$ cat src/rtl/alu_cmd_loader.sv
// Byte-stream command loader for the ALU: parses HEADER,A,B,OP frames and drives
// the shared data bus with one-cycle load strobes, then a refresh pulse.
module alu_cmd_loader #(
  parameter int unsigned           DATA_WIDTH = 8,
  parameter int unsigned           MODE_WIDTH = 6,
  parameter logic [DATA_WIDTH-1:0] HEADER     = 8'hA5,
  parameter int unsigned           TIMEOUT    = 1000
) (
  input  logic                  i_clk,
  input  logic                  i_rst,
  input  logic [DATA_WIDTH-1:0] i_rx_data,
  input  logic                  i_rx_valid,
  output logic                  o_rx_ready,
  output logic [DATA_WIDTH-1:0] o_data_bus,
  output logic                  o_load_A,
  output logic                  o_load_B,
  output logic                  o_load_op,
  output logic                  o_refresh,
  output logic                  o_busy,
  output logic                  o_err
);

  localparam int unsigned CNT_W   = $clog2(TIMEOUT);
  localparam int unsigned NUM_OPS = 8;
  localparam logic [5:0] LEGAL_OPS [NUM_OPS] = '{
    6'h20, 6'h22, 6'h24, 6'h25, 6'h26, 6'h27, 6'h03, 6'h02
  };

  typedef enum logic [2:0] {
    IDLE,
    GET_A,
    GET_B,
    GET_OP,
    LOAD_OP,
    REFRESH
  } state_t;

  state_t                  state_q, state_d;
  logic [CNT_W-1:0]        cnt_q, cnt_d;
  logic [DATA_WIDTH-1:0]   bus_q, bus_d;
  logic                    load_a_q, load_a_d;
  logic                    load_b_q, load_b_d;
  logic                    load_op_q, load_op_d;
  logic                    refresh_q, refresh_d;
  logic                    err_q, err_d;

  logic                    rx_accept;
  logic                    timeout_hit;
  logic                    op_upper_zero;
  logic                    op_valid;
  logic [NUM_OPS-1:0]      op_hit;

  generate
    for (genvar gi = 0; gi < NUM_OPS; gi++) begin : g_op_match
      assign op_hit[gi] = (i_rx_data[MODE_WIDTH-1:0] == MODE_WIDTH'(LEGAL_OPS[gi]));
    end
  endgenerate

  assign op_upper_zero = ((i_rx_data >> MODE_WIDTH) == '0);
  assign op_valid      = op_upper_zero && (|op_hit);

  // The byte is only refused while the op is being pushed to the ALU.
  assign o_rx_ready  = (state_q != LOAD_OP) && (state_q != REFRESH);
  assign rx_accept   = i_rx_valid && o_rx_ready;
  // The accepting cycle counts as the first of the TIMEOUT cycles, so the abort
  // pulse appears exactly TIMEOUT cycles after the last accepted byte.
  assign timeout_hit = (cnt_q == CNT_W'(TIMEOUT - 2));

  always_comb begin
    state_d   = state_q;
    cnt_d     = '0;
    bus_d     = bus_q;
    load_a_d  = 1'b0;
    load_b_d  = 1'b0;
    load_op_d = 1'b0;
    refresh_d = 1'b0;
    err_d     = 1'b0;
    unique case (state_q)
      IDLE: begin
        if (rx_accept && (i_rx_data == HEADER)) begin
          state_d = GET_A;
        end
      end
      GET_A: begin
        if (rx_accept) begin
          bus_d    = i_rx_data;
          load_a_d = 1'b1;
          state_d  = GET_B;
        end else if (timeout_hit) begin
          err_d   = 1'b1;
          state_d = IDLE;
        end else begin
          cnt_d = cnt_q + 1'b1;
        end
      end
      GET_B: begin
        if (rx_accept) begin
          bus_d    = i_rx_data;
          load_b_d = 1'b1;
          state_d  = GET_OP;
        end else if (timeout_hit) begin
          err_d   = 1'b1;
          state_d = IDLE;
        end else begin
          cnt_d = cnt_q + 1'b1;
        end
      end
      GET_OP: begin
        if (rx_accept) begin
          if (op_valid) begin
            bus_d     = i_rx_data;
            load_op_d = 1'b1;
            state_d   = LOAD_OP;
          end else begin
            err_d   = 1'b1;
            state_d = IDLE;
          end
        end else if (timeout_hit) begin
          err_d   = 1'b1;
          state_d = IDLE;
        end else begin
          cnt_d = cnt_q + 1'b1;
        end
      end
      LOAD_OP: begin
        refresh_d = 1'b1;
        state_d   = REFRESH;
      end
      REFRESH: begin
        state_d = IDLE;
      end
      default: begin
        state_d = IDLE;
      end
    endcase
  end

  always_ff @(posedge i_clk) begin
    if (i_rst) begin
      state_q   <= IDLE;
      cnt_q     <= '0;
      bus_q     <= '0;
      load_a_q  <= 1'b0;
      load_b_q  <= 1'b0;
      load_op_q <= 1'b0;
      refresh_q <= 1'b0;
      err_q     <= 1'b0;
    end else begin
      state_q   <= state_d;
      cnt_q     <= cnt_d;
      bus_q     <= bus_d;
      load_a_q  <= load_a_d;
      load_b_q  <= load_b_d;
      load_op_q <= load_op_d;
      refresh_q <= refresh_d;
      err_q     <= err_d;
    end
  end

  assign o_data_bus = bus_q;
  assign o_load_A   = load_a_q;
  assign o_load_B   = load_b_q;
  assign o_load_op  = load_op_q;
  assign o_refresh  = refresh_q;
  assign o_err      = err_q;
  assign o_busy     = (state_q != IDLE);

endmodule

$ cat config.mk
export PLATFORM = sky130hd
export DESIGN_NAME = alu_cmd_loader
export DESIGN_NICKNAME = d
export VERILOG_FILES = /design/src/rtl/alu_cmd_loader.sv
export SDC_FILE = /design/constraint.sdc
export NUM_CORES = 1
export LEC_CHECK = 0
export BUFFER_PORTS_ARGS = -buffer_cell sky130_fd_sc_hd__buf_4
export CORE_ASPECT_RATIO = 1.75
export CORE_MARGIN = 1.5
export CORE_UTILIZATION = 40
export CTS_BUF_LIST = sky130_fd_sc_hd__clkbuf_8
export DETAILED_ROUTE_END_ITERATION = 10
export SYNTH_ARGS = -nofsm -noshare
export SYNTH_HDL_FRONTEND = slang
export SYNTH_SLANG_ARGS = --single-unit
$ cat constraint.sdc
create_clock -name i_clk -period 3.1 [get_ports i_clk]
set_input_delay 0.62 -clock i_clk [delete_from_list [all_inputs] [get_ports i_clk]]
set_output_delay 0.62 -clock i_clk [all_outputs]
set_load 0.1 [all_outputs]
==> impl_metrics.ini, run 1 <==
[run_status]
outcome = complete, but fails checks
failing_checks = design-rule violations

[logic_synthesis]
netlist-cell-type-count = 33
synth-seq-area-share = 0.428
asyncSetResetFlopFracSynth = 0
synth_edf_count = 0
synth.ff_latch_count = 26
mappedNetlistArea_um2 = 1220
synth.yosys.warnings = 0
synthFlopType = sky130_fd_sc_hd__dfxtp_1
synth.avg_cell_area_um2 = 9.36
post_synth_inst_count = 130
synthesis.nets = 143

[hold_path]
min-delay-path-class = register to register
worstHoldStart = o_data_bus[0]$_SDFFE_PP0P_
holdPathEnd = o_data_bus[0]$_SDFFE_PP0P_
hold_path_depth = 2

[power_and_ir_drop]
post-layout-total-power_uw = 555
vdd.ir_drop.worst_v = 0.000203
powerDensity_nw_per_um2 = 379
power.static_leakage_nw = 0.525

[finish]
postLayoutCellArea_um2 = 1460
nNetsFinal = 168
area.growth.synth_to_final_pct = 20.1
num_antenna_cells = 0
ratio_of_cells_with_drive_above_1_in_the_final_layout = 0.203
finalCoreUtilization = 0.505
instances_no_fill = 181
layout.cells.most_common = sky130_fd_sc_hd__dfxtp_1
most-common-layout-cells = sky130_fd_sc_hd__dfxtp_1 (26), sky130_fd_sc_hd__buf_4 (25), sky130_fd_sc_hd__nand2b_1 (17)
nFillCells = 280

[placed_design]
placedInstanceArea_um2 = 1420
placedCellCount = 178
gp_routability_congestion = 0.762
place_hpwl_mm = 1.80
numPortBuffers = 25

[timing]
fin_skew_ns = 0.00288
slew_violations = 0
slew_headroom = 0.608
worstMarginPinSlew_ns = 0.586
final_hold_viol_count = 0
fin_crit_sh = 0.648
totalNegativeSetupSlack_ns = 0
report.final.setup_viol = 0
setup_repair_after_global_routing_missed_its_margin = false
finalCriticalPeriod_ns = 2.01
fmax_mhz = 498

[worst_setup_path]
worst_setup_start_kind = register
timing.rr.end = o_data_bus[4]$_SDFFE_PP0P_
crit_path_end_kind = output pin
worst-path-buf-inv = 1
cp.required_ns = 2.48
timing.critical_path.max_delay_family = simple AND/OR/NAND/NOR gates
timing.critical_path.slowest_cell_delay_ns = 0.45
arrival_ns = 1.39
critical_path.slowest_cell = sky130_fd_sc_hd__or3_1
r2r.worst_path.cells = 3
critical_path.max_fanout = 12
timing.critical_path.cells = or3_1 > buf_4
r2r_setup_slack_ns = 1.53
worst_r2r_startpoint = state_q[0]$_SDFFE_PP0P_
path_class = register to output pin

[drt]
routed.top_layer = met4
drt_iter0_markers = 20
routed_length_per_placed_instance_um = 12.9
num_vias = 949
detailedRoute.firstPassIterationCount = 7
drc = 3
met2_length_mm = 1.28
routedLengthMet1_um = 931
ant_nets = 0
routed_wirelength_mm = 2.34
post_drt_via_cell_ratio = 5.24
wl_met3_um = 101

[run]
cap_viol_max_count = 0

[clock_network]
cts_buffers = 3
post_cts_hold_buffer_count = 0
cts.clk_slew.worst_paths_ns = 0.08
htree_num_levels = 1
clock-root-buffer = sky130_fd_sc_hd__clkbuf_8
cts_tree = yes
cts.repair_timing.setup_buffer_count = 0
clock_insertion_delay_worst_skew_ns = 0.26
cts-resized-gates = 0
cts.sink_count = 26
cts_buffer_depth = 2

[floorplanning]
floorplan.initialDensity = 0.420
dieArea_um2 = 3400
dieWidth_um = 44.7
io_pins = 26
die_y_um = 76.0
floorplan.core_area_um2 = 2900
core.rowCount = 26

[global_routing]
first_global_vias = 928
antenna_found_initial = 0
grt.overflow.total = 0
maximum_number_of_pins_on_one_net_before_global_route_repair = 24
global_route_wire_length_before_repair_mm = 3.95
grt_use_total = 0.152
==> stage by stage <==
| stage | setup slack (ns) | hold slack [ns] |
|---|---|---|
| after detailed placement | 1.01 | 0.467 |
| after floorplan | 1.12 | 0.441 |
| after global routing | 1.03 | 0.507 |
| after CTS | 1.09 | 0.485 |
| after global placement | 1.07 | 0.460 |
| final | 1.09 | 0.481 |
==> where the power goes <==
part,switching [mW],internal (mW)
sequential,0.000398,0.334
clock,0.0981,0.0869
combinational,0.0189,0.0167
total,0.117,0.437
==> worst register-to-register path: cells and delay by family, from the launching register on <==
| family | cells | cell delay (ns) |
|---|---|---|
| mux | 1 | 0.26 |
| compound gates | 1 | 0.55 |
| flops | 1 | 0.54 |
| simple gates | 1 | 0.16 |
==> worst max-delay path by stage <==
stage / start / endpoint / slack [ns] / cells past startpoint
after floorplan: state_q[1]$_SDFFE_PP0P_ / o_rx_ready / 1.12 / 2
after global placement: i_rx_data[3] / o_data_bus[4]$_SDFFE_PP0P_ / 1.07 / 5
after detailed placement: i_rx_data[3] / o_data_bus[5]$_SDFFE_PP0P_ / 1.01 / 5
after CTS: state_q[0]$_SDFFE_PP0P_ / o_busy / 1.09 / 2
after global routing: state_q[0]$_SDFFE_PP0P_ / o_busy / 1.03 / 2
final: state_q[0]$_SDFFE_PP0P_ / o_busy / 1.09 / 2
==> cell usage after synthesis, types with 2 or more instances <==
master                      n  area share
sky130_fd_sc_hd__and4b_1    2       0.016
sky130_fd_sc_hd__clkbuf_1   5       0.015
sky130_fd_sc_hd__dfxtp_1   26        0.43
sky130_fd_sc_hd__ha_1       2       0.021
sky130_fd_sc_hd__inv_1      3      0.0092
sky130_fd_sc_hd__mux2i_1    8       0.066
sky130_fd_sc_hd__nand2_1    8       0.025
sky130_fd_sc_hd__nand2b_1  17       0.087
sky130_fd_sc_hd__nand3_1    3       0.012
sky130_fd_sc_hd__nand3b_1   2       0.012
sky130_fd_sc_hd__nor2_1    16       0.049
sky130_fd_sc_hd__nor2b_1    3       0.015
sky130_fd_sc_hd__nor3_1     5       0.021
sky130_fd_sc_hd__nor4_1     2       0.010
sky130_fd_sc_hd__nor4b_1    3       0.022
sky130_fd_sc_hd__o21a_1     2       0.012
sky130_fd_sc_hd__xnor2_1    7       0.050
==> flip-flops by register name (all words and copies together), names as in the netlist <==
| signal | flops |
|---|---|
| o_load_A | 1 |
| o_data_bus | 8 |
| o_load_B | 1 |
| o_load_op | 1 |
| cnt_q | 10 |
| state_q | 3 |
| o_err | 1 |
| o_refresh | 1 |
==> metal layers <==
layer | vias to the layer above | global-route usage
li1 | 488 | -
met1 | 438 | 0.157
met2 | 21 | 0.277
met3 | 2 | 0.0261
met4 | 0 | 0.0636
met5 | - | 0
==> kinds of logic (layout without fill, tap and decap cells) <==
kind of cell,after synthesis,after routing,share of synthesized area
and+or+nand+nor,68,68,0.321
AOI/OAI and AO/OA,10,10,0.0832
muxes,8,8,0.0658
xor gates and xnor gates,8,8,0.0576
buffers and inverters,8,31,0.0247
adders and majority gates,2,2,0.0206
DFF,26,26,0.428
==> final cells by class <==
type	count	area (um^2)	share of cell area
Inverter	3	11.3	0.00770
Tap cell	28	35.0	0.0240
Multi-Input combinational cell	96	667	0.456
Clock buffer	3	41.3	0.0282
Timing Repair Buffer	25	188	0.128
Sequential cell	26	520	0.356
(Power assumes the default switching activity.)
==> run 2, diff against run 1 <==
--- a/config.mk
+++ b/config.mk
@@ -5,6 +5,7 @@
 export SDC_FILE = /design/constraint.sdc
 export NUM_CORES = 1
 export LEC_CHECK = 0
+export ABC_AREA = 1
 export BUFFER_PORTS_ARGS = -buffer_cell sky130_fd_sc_hd__buf_4
 export CORE_ASPECT_RATIO = 1.75
 export CORE_MARGIN = 1.5
==> constraint.sdc (replaced) <==
create_clock -name i_clk -period 1.63 [get_ports i_clk]
set_input_delay 0.326 -clock i_clk [delete_from_list [all_inputs] [get_ports i_clk]]
set_output_delay 0.326 -clock i_clk [all_outputs]
set_load 0.1 [all_outputs]
==> impl_metrics.ini, run 2 <==
[timing]
finalCriticalPeriod_ns = 1.52
fin_crit_sh = 0.930
postLayoutSetupSlackWorst_ns = 0.114
setup_repair_after_global_routing_missed_its_margin = false
fmax_mhz = 660
slew_violations = 0
final_hold_viol_count = 0
worstMarginPinSlew_ns = 0.280
slew_headroom = 0.815
totalNegativeSetupSlack_ns = 0
report.final.setup_viol = 0
fin_skew_ns = 0.00258

[placed_design]
gp_routability_congestion = 0.821
detailedPlace.worstSlack_ns = 0.127
placedCellCount = 245
place_hpwl_mm = 2.26
numPortBuffers = 25

[finish]
layout.area.seq_um2 = 522
finalCoreUtilization = 0.513
most-common-layout-cells = sky130_fd_sc_hd__nand2_1 (35), sky130_fd_sc_hd__nor2_1 (27), sky130_fd_sc_hd__buf_4 (27)
largest_reg_flops = 10
max_flop_register = cnt_q
ratio_of_cells_with_drive_above_1_in_the_final_layout = 0.243
area.growth.synth_to_final_pct = 24.9
layout.cells.most_common = sky130_fd_sc_hd__nand2_1
instances_no_fill = 249
multi_input_area_um2 = 659
num_antenna_cells = 0
nFillCells = 331
nNetsFinal = 220

[global_routing]
global_route_wire_length_before_repair_mm = 4.60
first_global_vias = 1197
antenna_found_initial = 0
grt_use_total = 0.170
maximum_number_of_pins_on_one_net_before_global_route_repair = 17
grt.overflow.total = 0

[logic_synthesis]
post_synth_main_area_contributors = sky130_fd_sc_hd__dfxtp_1 (41%), sky130_fd_sc_hd__nand2_1 (11%), sky130_fd_sc_hd__nor2_1 (7.9%), sky130_fd_sc_hd__nand3_1 (6.3%), sky130_fd_sc_hd__inv_1 (6.2%)
post_synth_inst_count = 178
synthFlopType = sky130_fd_sc_hd__dfxtp_1
synth.avg_cell_area_um2 = 7.18
synth.ff_latch_count = 26
post-synth-top-count-cell = sky130_fd_sc_hd__nand2_1
netlist-cell-type-count = 26
synth_top_area_frac = 0.407
synth_edf_count = 0
synth.yosys.warnings = 0
synthesis.nets = 191
synth-seq-area-share = 0.407
synth_top_cells_by_count = sky130_fd_sc_hd__nand2_1 (37), sky130_fd_sc_hd__nor2_1 (27), sky130_fd_sc_hd__dfxtp_1 (26)
synth_top_area_cell = sky130_fd_sc_hd__dfxtp_1
asyncSetResetFlopFracSynth = 0
mappedNetlistArea_um2 = 1280

[clock_network]
clock-root-buffer = sky130_fd_sc_hd__clkbuf_8
clock_insertion_delay_worst_skew_ns = 0.26
cts.sink_count = 26
cts_buffer_depth = 2
cts_tree = yes
htree_num_levels = 1
cts.repair_timing.setup_buffer_count = 0
cts.clk_slew.worst_paths_ns = 0.09
cts_buffers = 3

[worst_setup_path]
path_class = register to output pin
worst_r2r_startpoint = cnt_q[0]$_SDFF_PP0_
timing.rr.end = state_q[0]$_SDFFE_PP0P_
arrival_ns = 1.19
cp.required_ns = 1.30
r2r_setup_slack_ns = 0.23
crit_path_end_kind = output pin
worst_setup_start_kind = register
critical_path.max_fanout = 5
r2r.worst_path.cells = 11

[drt]
detailedRoute.firstPassIterationCount = 4
drc = 0
routed_length_per_placed_instance_um = 11.2
routed_wirelength_mm = 2.79
drt_iter0_markers = 27
num_vias = 1205
post_drt_via_cell_ratio = 4.84
ant_nets = 0

[power_and_ir_drop]
power.static_leakage_nw = 0.708
vdd.ir_drop.worst_v = 0.000532
part_of_the_total_power_dissipated_in_sequential_elements = 0.512
clkPwrFrac = 0.420
comb_pwr_share = 0.068
post-layout-total-power_mw = 1.25
net-switching-power_uw = 250
powerDensity_nw_per_um2 = 781
p_sw_frac = 0.200
p_int_uw = 996

[floorplanning]
floorplan.initialDensity = 0.411
die_y_um = 77.8
dieWidth_um = 45.7
core.rowCount = 27
dieArea_um2 = 3560
floorplan.core_area_um2 = 3110
io_pins = 26

[hold_path]
holdPathEnd = state_q[2]$_SDFFE_PP0P_
min-delay-path-class = input pin to register
hold_path_depth = 2
worstHoldStart = i_rst

[run]
cap_viol_max_count = 0

[run_status]
outcome = completed
[run 2: cell types whose count changed after synthesis, sizes merged, moves of 7 or more]
cell    change
mux2i       -8
xnor2       -7
inv        +19
a21oi      +14
nand2b     -17
nor2       +15
nand3      +14
nand2      +33
[run 2: final cells by class]
type | count | share of cell area
Multi-Input combinational cell | 126 | 0.413
Sequential cell | 26 | 0.327
Timing Repair Buffer | 27 | 0.127
Inverter | 23 | 0.0541
Tap cell | 43 | 0.0337
Clock buffer | 3 | 0.0259
Clock inverter | 1 | 0.0188
[run 2: worst max-delay path, cell delays in order, from the launching register on]
cell and delay (ns):
sky130_fd_sc_hd__dfxtp_1 0.38, sky130_fd_sc_hd__nor2_4 0.23, sky130_fd_sc_hd__nand2_2 0.08, sky130_fd_sc_hd__buf_4 0.24
[run 2: power groups by stage]
| stage | sequential, mW | combinational [mW] | clock (mW) |
|---|---|---|---|
| 5_1_grt | 0.638 | 0.0935 | 0.565 |
| 2_1_floorplan | 0.662 | 0.0377 | 0 |
| 6_report | 0.637 | 0.0846 | 0.524 |
| 4_1_cts | 0.637 | 0.0843 | 0.537 |
| 3_5_place_dp | 0.652 | 0.0842 | 0 |
| 3_3_place_gp | 0.652 | 0.0826 | 0 |
[run 2: worst max path at each step]
stage | slack (ns) | startpoint | cells after the start | end
after floorplan | 0.11 | state_q[2]$_SDFFE_PP0P_ | 6 | cnt_q[8]$_SDFF_PP0_
after global placement | 0.20 | cnt_q[0]$_SDFF_PP0_ | 8 | cnt_q[8]$_SDFF_PP0_
after detailed placement | 0.13 | cnt_q[0]$_SDFF_PP0_ | 8 | cnt_q[8]$_SDFF_PP0_
after CTS | 0.02 | state_q[0]$_SDFFE_PP0P_ | 3 | o_busy
after global routing | 0.05 | cnt_q[0]$_SDFF_PP0_ | 11 | state_q[0]$_SDFFE_PP0P_
final | 0.11 | state_q[0]$_SDFFE_PP0P_ | 3 | o_busy
[run 2: per-stage QoR]
stage | cell area, um^2 | hold slack (ns)
floorplan | 1280 | 0.395
CTS | 1580 | 0.273
global placement | 1510 | 0.446
global route | 1600 | 0.269
finish | 1600 | 0.280
detailed placement | 1510 | 0.457
[run 2: timing repair]
action | CTS | global route
resized for setup | 1 | 3
hold buffers | 0 | 0
endpoints found under the setup margin | 1 | 2
[run 2: cells by family (layout without fill, tap and decap cells)]
| family | after synthesis | after routing | share of synthesized area |
|---|---|---|---|
| compound gates | 18 | 18 | 0.0754 |
| xor+xnor | 3 | 3 | 0.0206 |
| fa+ha+maj | 2 | 2 | 0.0196 |
| buf+inv | 26 | 54 | 0.0940 |
| flops | 26 | 26 | 0.407 |
| simple gates | 103 | 103 | 0.383 |
[run 2: routing by layer]
metal / global-route usage / share of wire / routed length [um]
met5: 0 / 0 / 0
met4: 0.0657 / 0.0072 / 20
met3: 0.0302 / 0.025 / 70
met2: 0.332 / 0.61 / 1700
met1: 0.157 / 0.36 / 995
==> run 3, diff against run 2 <==
--- a/config.mk
+++ b/config.mk
@@ -5,9 +5,8 @@
 export SDC_FILE = /design/constraint.sdc
 export NUM_CORES = 1
 export LEC_CHECK = 0
-export ABC_AREA = 1
+export ABC_AREA = 0
 export BUFFER_PORTS_ARGS = -buffer_cell sky130_fd_sc_hd__buf_4
-export CORE_ASPECT_RATIO = 1.75
 export CORE_MARGIN = 1.5
 export CORE_UTILIZATION = 40
 export CTS_BUF_LIST = sky130_fd_sc_hd__clkbuf_8
==> impl_metrics.ini, run 3 (synthesized netlist as in run 1, its figures left out) <==
[power_and_ir_drop]
vdd.ir_drop.worst_v = 0.000425
power.static_leakage_nw = 0.549
post-layout-total-power_mw = 1.11
powerDensity_nw_per_um2 = 728

[worst_setup_path]
worst_setup_start_kind = register
timing.critical_path.cells = or3_4 > buf_6
crit_path_end_kind = output pin
cp.required_ns = 1.30
path_class = register to output pin
timing.critical_path.max_delay_family = simple AND/OR/NAND/NOR gates
timing.critical_path.slowest_cell_delay_ns = 0.39
worst-path-buf-inv = 1
arrival_ns = 1.22
critical_path.max_fanout = 10
critical_path.slowest_cell = sky130_fd_sc_hd__or3_4

[timing]
final_hold_viol_count = 0
finalCriticalPeriod_ns = 1.54
setup_repair_after_global_routing_missed_its_margin = false
fmax_mhz = 648
fin_skew_ns = 0.00401
fin_crit_sh = 0.947
slew_violations = 0
postLayoutSetupSlackWorst_ns = 0.0872
totalNegativeSetupSlack_ns = 0
slew_headroom = 0.790
worstMarginPinSlew_ns = 0.312
report.final.setup_viol = 0

[drt]
wl_met3_um = 78
drc = 2
routed_length_per_placed_instance_um = 12.0
routedLengthMet1_um = 993
post_drt_via_cell_ratio = 5.07
drt_iter0_markers = 22
routed.top_layer = met4
num_vias = 953
ant_nets = 0
detailedRoute.firstPassIterationCount = 9
met2_length_mm = 1.16
routed_wirelength_mm = 2.25

[finish]
area.growth.synth_to_final_pct = 24.8
postLayoutCellArea_um2 = 1520
multi_input_area_um2 = 677
finalCoreUtilization = 0.537
nFillCells = 270
largest_reg_flops = 10
most-common-layout-cells = sky130_fd_sc_hd__buf_4 (27), sky130_fd_sc_hd__dfxtp_1 (24), sky130_fd_sc_hd__nor2_1 (16), sky130_fd_sc_hd__nand2b_1 (16), sky130_fd_sc_hd__mux2i_1 (8)
num_antenna_cells = 0
ratio_of_cells_with_drive_above_1_in_the_final_layout = 0.255
max_flop_register = cnt_q
nNetsFinal = 171
layout.area.seq_um2 = 523
layout.cells.most_common = sky130_fd_sc_hd__buf_4

[clock_network]
cts_buffers = 3
cts_buffer_depth = 2
cts.sink_count = 26
clock_insertion_delay_worst_skew_ns = 0.26
cts.clk_slew.worst_paths_ns = 0.08
clock-root-buffer = sky130_fd_sc_hd__clkbuf_8
htree_num_levels = 1
post_cts_hold_buffer_count = 0
cts_tree = yes

[global_routing]
maximum_number_of_pins_on_one_net_before_global_route_repair = 24
grt.overflow.total = 0
antenna_found_initial = 0
global_route_wire_length_before_repair_mm = 3.97
first_global_vias = 983
grt_use_total = 0.148

[floorplanning]
io_pins = 26
floorplan.core_area_um2 = 2830
dieArea_um2 = 3380
dieWidth_um = 58.2
die_y_um = 58.2
core.rowCount = 19
floorplan.initialDensity = 0.430

[run_status]
failing_checks = design-rule violations
outcome = complete, but fails checks

[placed_design]
detailedPlace.worstSlack_ns = 0.0501
placedInstanceArea_um2 = 1460
gp_routability_congestion = 0.769
numPortBuffers = 25
place_hpwl_mm = 1.77

[hold_path]
min-delay-path-class = input pin to register

[run]
cap_viol_max_count = 0
run 3: cell types whose count changed in the layout (fill, tap and decap cells not counted), moves of 3 or more:
| cell | previous run | this run |
|---|---|---|
| sky130_fd_sc_hd__nor2_1 | 27 | 16 |
| sky130_fd_sc_hd__nand2_1 | 35 | 7 |
| sky130_fd_sc_hd__nand2b_1 | 0 | 16 |
| sky130_fd_sc_hd__nand2_2 | 5 | 1 |
| sky130_fd_sc_hd__a21oi_1 | 14 | 1 |
| sky130_fd_sc_hd__nand3_1 | 15 | 3 |
| sky130_fd_sc_hd__mux2i_1 | 0 | 8 |
| sky130_fd_sc_hd__inv_1 | 21 | 3 |
| sky130_fd_sc_hd__nor4b_1 | 0 | 3 |
| sky130_fd_sc_hd__xnor2_1 | 0 | 7 |
| sky130_fd_sc_hd__nor2b_1 | 0 | 3 |
run 3: area by class of cell:
| class | instances | area share |
|---|---|---|
| Clock buffer | 4 | 0.0362 |
| Timing Repair Buffer | 28 | 0.141 |
| Inverter | 3 | 0.00741 |
| Multi-Input combinational cell | 96 | 0.446 |
| Sequential cell | 26 | 0.344 |
| Tap cell | 31 | 0.0255 |
run 3: metrics by stage:
stage	hold WS [ns]	cells
after floorplan	0.441	130
after global placement	0.459	184
after detailed placement	0.466	184
after CTS	0.329	188
after global routing	0.354	188
final	0.343	188
run 3: report_power, final:
part           switching, mW  total, mW  internal (mW)
combinational         0.0372     0.0695         0.0323
clock                  0.185      0.401          0.215
sequential          0.000543      0.636          0.635
total                  0.223       1.11          0.883
run 3: worst register-to-register path: stages (launching register included):
cell                       delay, ns
sky130_fd_sc_hd__dfxtp_1        0.33
sky130_fd_sc_hd__inv_1          0.05
sky130_fd_sc_hd__ha_1           0.20
sky130_fd_sc_hd__and4b_1        0.20
sky130_fd_sc_hd__a31oi_1        0.24
sky130_fd_sc_hd__o21ai_0        0.14
sky130_fd_sc_hd__a211oi_1       0.23
run 3: layer usage:
| metal | track usage | vias up |
|---|---|---|
| met4 | 0.0432 | 0 |
| li1 | - | 496 |
| met3 | 0.0335 | 2 |
| met1 | 0.168 | 439 |
| met5 | 0 | - |
| met2 | 0.274 | 16 |
run 3: final timing paths:
check | start | end | slack (ns) | cells past startpoint
max | state_q[1]$_SDFFE_PP0P_ | o_busy | 0.09 | 2
min | i_rx_data[7] | o_data_bus[7]$_SDFFE_PP0P_ | 0.34 | 3
max reg2reg | cnt_q[0]$_SDFF_PP0_ | state_q[1]$_SDFFE_PP0P_ | 0.16 | 6
min reg2reg | o_data_bus[0]$_SDFFE_PP0P_ | o_data_bus[0]$_SDFFE_PP0P_ | 0.48 | 2
run 3: timing repair:
item	in CTS	in global routing
gates resized for setup	1	3
endpoints found under the setup margin	1	3
setup buffers	0	0
pin swaps	0	0
